`src/rtl/frame_seq_pkg.sv`:
```
// rtl/frame_seq_pkg.sv - shared types and frame geometry for the frame sequencer
package frame_seq_pkg;

    localparam int STATE_W       = 64;
    localparam int ROWS          = 28;
    localparam int COLS          = 28;
    localparam int PIX_W         = ROWS * COLS;
    localparam int SETTLE_CYCLES = 2;
    localparam int ROW_IDX_W     = 5;

    typedef logic [ROW_IDX_W-1:0] row_idx_t;

    typedef enum logic [2:0] {
        ST_IDLE,
        ST_SETTLE,
        ST_CAPTURE,
        ST_STREAM,
        ST_DONE
    } seq_state_t;

endpackage

```
`src/rtl/frame_row_buffer.sv`:
```
// rtl/frame_row_buffer.sv - frame capture register with row-select read mux
module frame_row_buffer
    import frame_seq_pkg::*;
#(
    parameter int ROWS = frame_seq_pkg::ROWS,
    parameter int COLS = frame_seq_pkg::COLS
) (
    input  logic                 clk,
    input  logic                 rst_n,
    input  logic                 capture_en,
    input  logic [ROWS*COLS-1:0] pixels,
    input  row_idx_t             row_idx,
    output logic [COLS-1:0]      row_data
);

    logic [ROWS*COLS-1:0] frame_q;

    always_ff @(posedge clk or negedge rst_n) begin
        if (!rst_n) begin
            frame_q <= '0;
        end else if (capture_en) begin
            frame_q <= pixels;
        end
    end

    always_comb begin
        row_data = '0;
        for (int r = 0; r < ROWS; r++) begin
            if (row_idx == row_idx_t'(r)) begin
                row_data = frame_q[r*COLS +: COLS];
            end
        end
    end

endmodule

```
`src/rtl/frame_sequencer.sv`:
```
// rtl/frame_sequencer.sv - state feedback, settle, capture and row streaming controller
module frame_sequencer #(
    parameter int STATE_W       = frame_seq_pkg::STATE_W,
    parameter int ROWS          = frame_seq_pkg::ROWS,
    parameter int COLS          = frame_seq_pkg::COLS,
    parameter int SETTLE_CYCLES = frame_seq_pkg::SETTLE_CYCLES
) (
    input  logic                 clk,
    input  logic                 rst_n,
    input  logic                 run_i,
    input  logic                 step_i,
    input  logic                 load_i,
    input  logic [STATE_W-1:0]   load_state_i,
    output logic [STATE_W-1:0]   state_o,
    input  logic [ROWS*COLS-1:0] pixels_i,
    output logic                 row_valid_o,
    input  logic                 row_ready_i,
    output logic [COLS-1:0]      row_data_o,
    output logic [4:0]           row_idx_o,
    output logic                 frame_done_o,
    output logic                 busy_o,
    output logic                 load_err_o,
    output logic [31:0]          frame_count_o
);

    import frame_seq_pkg::*;

    localparam int CNT_W = (SETTLE_CYCLES > 1) ? $clog2(SETTLE_CYCLES) : 1;

    seq_state_t       state_q;
    logic [CNT_W-1:0] settle_cnt;
    row_idx_t         row_idx_q;

    assign row_idx_o = row_idx_q;

    always_ff @(posedge clk or negedge rst_n) begin
        if (!rst_n) begin
            state_q       <= ST_IDLE;
            settle_cnt    <= '0;
            row_idx_q     <= '0;
            state_o       <= '0;
            row_valid_o   <= 1'b0;
            frame_done_o  <= 1'b0;
            busy_o        <= 1'b0;
            load_err_o    <= 1'b0;
            frame_count_o <= '0;
        end else begin
            frame_done_o <= 1'b0;
            load_err_o   <= load_i && (state_q != ST_IDLE);
            case (state_q)
                ST_IDLE: begin
                    // A load consumes the cycle; a start request alongside it is dropped.
                    if (load_i) begin
                        state_o <= load_state_i;
                    end else if (run_i || step_i) begin
                        state_q    <= ST_SETTLE;
                        settle_cnt <= '0;
                        busy_o     <= 1'b1;
                    end
                end
                ST_SETTLE: begin
                    if (settle_cnt == CNT_W'(SETTLE_CYCLES - 1)) begin
                        state_q <= ST_CAPTURE;
                    end else begin
                        settle_cnt <= settle_cnt + 1'b1;
                    end
                end
                ST_CAPTURE: begin
                    state_o     <= pixels_i[STATE_W-1:0];
                    state_q     <= ST_STREAM;
                    row_idx_q   <= '0;
                    row_valid_o <= 1'b1;
                end
                ST_STREAM: begin
                    if (row_ready_i) begin
                        if (row_idx_q == row_idx_t'(ROWS - 1)) begin
                            state_q       <= ST_DONE;
                            row_valid_o   <= 1'b0;
                            row_idx_q     <= '0;
                            frame_done_o  <= 1'b1;
                            frame_count_o <= frame_count_o + 32'd1;
                        end else begin
                            row_idx_q <= row_idx_q + 1'b1;
                        end
                    end
                end
                ST_DONE: begin
                    if (run_i) begin
                        state_q    <= ST_SETTLE;
                        settle_cnt <= '0;
                    end else begin
                        state_q <= ST_IDLE;
                        busy_o  <= 1'b0;
                    end
                end
                default: begin
                    state_q     <= ST_IDLE;
                    busy_o      <= 1'b0;
                    row_valid_o <= 1'b0;
                end
            endcase
        end
    end

    // Buffer is only written in CAPTURE, so new state_o cannot disturb a frame in flight.
    frame_row_buffer #(
        .ROWS(ROWS),
        .COLS(COLS)
    ) u_row_buffer (
        .clk       (clk),
        .rst_n     (rst_n),
        .capture_en(state_q == ST_CAPTURE),
        .pixels    (pixels_i),
        .row_idx   (row_idx_q),
        .row_data  (row_data_o)
    );

endmodule
```
`config.mk`:
```
export PLATFORM = sky130hd
export DESIGN_NAME = frame_sequencer
export DESIGN_NICKNAME = d
export VERILOG_FILES = /design/src/rtl/frame_seq_pkg.sv /design/src/rtl/frame_row_buffer.sv /design/src/rtl/frame_sequencer.sv
export SDC_FILE = /design/constraint.sdc
export NUM_CORES = 2
export LEC_CHECK = 0
export BUFFER_PORTS_ARGS = -buffer_cell sky130_fd_sc_hd__buf_4
export CAP_MARGIN = 20
export CORE_AREA = 4 4 379 381
export CTS_CLUSTER_DIAMETER = 40
export DETAILED_ROUTE_END_ITERATION = 7
export DIE_AREA = 0 0 383 385
export PLACE_DENSITY = 0.48
export SYNTH_ARGS = -nofsm -noshare
export SYNTH_HDL_FRONTEND = slang
export SYNTH_SLANG_ARGS = --single-unit
```
`constraint.sdc`:
```
create_clock -name clk -period 7.58 [get_ports clk]
set_input_delay 1.137 -clock clk [delete_from_list [all_inputs] [get_ports clk]]
set_output_delay 1.137 -clock clk [all_outputs]
set_load 0.05 [all_outputs]
```
==> impl_metrics.env <==
export IMPL_critical_path_class="flop to output port"
export IMPL_layout_min_cycle_time_ns=6.75
export IMPL_yosys_area_share_simple_pct=8.02
export IMPL_die_w_um=383
export IMPL_nFillCells=13899
export IMPL_dr_pass1_iters=6
export IMPL_cts_root_buf="clkbuf_16"
export IMPL_crit_path_end_kind="output port"
export IMPL_synth_cell_types=88
export IMPL_io_pins=987
export IMPL_synth_xor_area_share_pct=0.653
export IMPL_synth_main_ff_cell="dfrtp_1"
export IMPL_tightest_slew_ns=1.19
export IMPL_synth_compound_area_share_pct=12.0
export IMPL_synth_area_mm2=0.0416
export IMPL_grt_usage_pct=28.2
export IMPL_fin_ws_ns=0.827
export IMPL_overflow=0
export IMPL_pre_cts_ws_ns=1.84
export IMPL_wl_per_cell_um=33.3
export IMPL_hold_violations=0
export IMPL_fin_cells=6488
export IMPL_hold_buffers=0
export IMPL_grt_first_pass_wirelength_mm=289
export IMPL_final_cell_mix="buf_4, dfrtp_1, mux2_2"
export IMPL_placedCellCount=6122
export IMPL_clk_pin_slew_ns=0.05
export IMPL_critPathLaunchType="flop"
export IMPL_drcViolationCount=0
export IMPL_fp_coreArea_mm2=0.141
export IMPL_synth_seq_cells=893
export IMPL_cp_slowest_cell="a21oi_1"
export IMPL_placed_area_mm2=0.0509
export IMPL_arrival_ns=5.62
export IMPL_synth_adder_area_share_pct=0.181
export IMPL_maxCapViolCount=0
export IMPL_layout_nets=5264
export IMPL_antenna_found_initial=76
export IMPL_gp_congestion=0.952
export IMPL_syn_nets=4303
export IMPL_grt_pass1_vias=34769
export IMPL_rows=138
export IMPL_synthArstFlopShare_pct=100
export IMPL_peakVddDrop_mv=0.236
export IMPL_cpPeakStageDelay_ns=0.88
export IMPL_htreeDepth=4
export IMPL_cp_cell_sequence="inv_1, ha_2, or2_0, a21oi_1, o22ai_1, a211o_1, a311oi_1, nor3_1, buf_4"
export IMPL_drtIter0Drc=3471
export IMPL_leakage_nw=24.4
export IMPL_wl_mm=216
export IMPL_maxSlewHeadroom_pct=21.0
export IMPL_power_density_mw_per_mm2=478
export IMPL_die_area_mm2=0.147
export IMPL_cp_max_fo=30
export IMPL_final_cell_area_mm2=0.0570
export IMPL_synth_top_family_by_area="multiplexers"
export IMPL_syn_area_per_cell_um2=12.1
export IMPL_min_period_over_period_pct=89.1
export IMPL_drtAntennaViolNets=0
export IMPL_mostFrequentLayoutCell="buf_4"
export IMPL_status="finished, final reports clean"
export IMPL_synthCells=3443
export IMPL_drive_above_1_share_pct=47.3
export IMPL_synthMuxAreaShare_pct=22.3
export IMPL_cts_sinks=893
export IMPL_routed_via_density=5.39
export IMPL_clk_path_buf_depth=3
export IMPL_cts_setup_buffers=0
export IMPL_cts_resized=0
export IMPL_clk_latency_ns=0.80
export IMPL_hold_ws_ns=0.452
export IMPL_finalSetupViolCount=0
export IMPL_area_growth_pct=37.3
export IMPL_synth_edf_count=0
export IMPL_yosys_warnings=0
export IMPL_hold_path_class="input pin to asynchronous set/reset pin"
export IMPL_io_buffers=986
export IMPL_initial_core_util_pct=29.6
export IMPL_synth_seq_area_share_pct=53.8
export IMPL_cts_tree="yes"
export IMPL_grt_setup_unrepaired="false"
export IMPL_finClkSkew_ns=0.0257
export IMPL_slew_violations=0
export IMPL_numCtsBuffers=170
export IMPL_dp_hpwl_mm=171
export IMPL_setup_tns_ns=0
export IMPL_vias=34967
export IMPL_worst_ep_required_time_ns=6.44
export IMPL_max_freq_ghz=0.148
export IMPL_die_h_um=385
export IMPL_grt_start_max_net_pins=166
export IMPL_reg2reg_depth=8
==> Yosys cell counts (33+ instances only) <==
library cell,number,area [um^2]
dfrtp_1,893,22300
mux2_2,765,8610
nand2_1,222,833
o21ai_0,167,836
clkbuf_1,164,616
nor2_1,140,526
a21oi_1,108,541
buf_2,78,390
o221ai_1,68,596
a22oi_1,66,495
mux2i_1,66,661
nand3_1,62,310
o22ai_1,59,369
nor3_1,36,180
a31oi_1,35,219
o211ai_1,33,248
==> final timing paths <==
kind                                     startpoint                               endpoint  slack [ns]
max in group asynchronous                     rst_n                 state_q[1]$_DFFE_PN0P_        5.52
min in group clk            state_o[14]$_DFFE_PN0P_                state_o[14]$_DFFE_PN0P_        0.48
max                        row_idx_o[0]$_DFFE_PN0P_                         row_data_o[24]        0.83
max reg2reg                row_idx_o[0]$_DFFE_PN0P_          frame_count_o[19]$_DFFE_PN0P_        4.07
min                                           rst_n  u_row_buffer.frame_q[299]$_DFFE_PN0P_        0.45
min reg2reg                 state_o[14]$_DFFE_PN0P_                state_o[14]$_DFFE_PN0P_        0.48
==> critical path: cells and delay by family (launching register included) <==
kind                     cells  cell delay (ns)
AND/OR/NAND/NOR              2             0.65
adder cells (fa/ha/maj)      1             0.47
buffers and inverters        2             0.39
flip-flops                   1             0.49
AO/OA/AOI/OAI                4             2.79
==> state kept, by name, summed over array words and instances, names as in the netlist <==
register              count
frame_done_o              1
row_valid_o               1
frame_count_o            32
state_o                  64
busy_o                    1
settle_cnt                1
u_row_buffer.frame_q    784
state_q                   3
load_err_o                1
row_idx_o                 5
==> layout make-up <==
cell class / instances / area (um^2) / area share, %
diodes: 54 / 135 / 0.237
clock buffers: 219 / 4670 / 8.19
clock inverters: 93 / 1300 / 2.28
inverters: 31 / 116 / 0.204
multi-input cells: 2255 / 18100 / 31.7
flip-flops and latches: 893 / 22400 / 39.2
well taps: 1890 / 2360 / 4.15
repair buffers: 1053 / 8040 / 14.1
==> where the power goes <==
group,total [mW],internal (mW),switching [mW]
Clock,7.86,5.05,2.81
Combinational,9.87,4.04,5.83
Sequential,9.55,7.15,2.40
==> cell families after synthesis <==
family                     count (synthesis)
AOI/OAI and AO/OA                        734
xor gates and xnor gates                  31
adders and majority gates                  6
buffers and inverters                    295
DFF                                      893
muxes                                    831
and+or+nand+nor                          653
==> through the flow <==
| stage | power (mW) | utilization, % |
|---|---|---|
| finish | 27.3 | 40.6 |
| global route | 28.2 | 40.5 |
| CTS | 27.3 | 40.5 |
| detailed placement | 19.3 | 36.2 |
| global placement | 19.3 | 36.2 |
| floorplan | 14.6 | - |
==> per-layer routing <==
metal	part of all wire [%]	global-route usage (%)	vias to the layer above
met3	8.6	8.69	368
met4	4.3	12.5	40
met2	46	44.6	1623
met1	41	35.6	18074
met5	0.12	0	-
li1	-	-	14862
No activity file was read; power rests on OpenSTA's default activity.
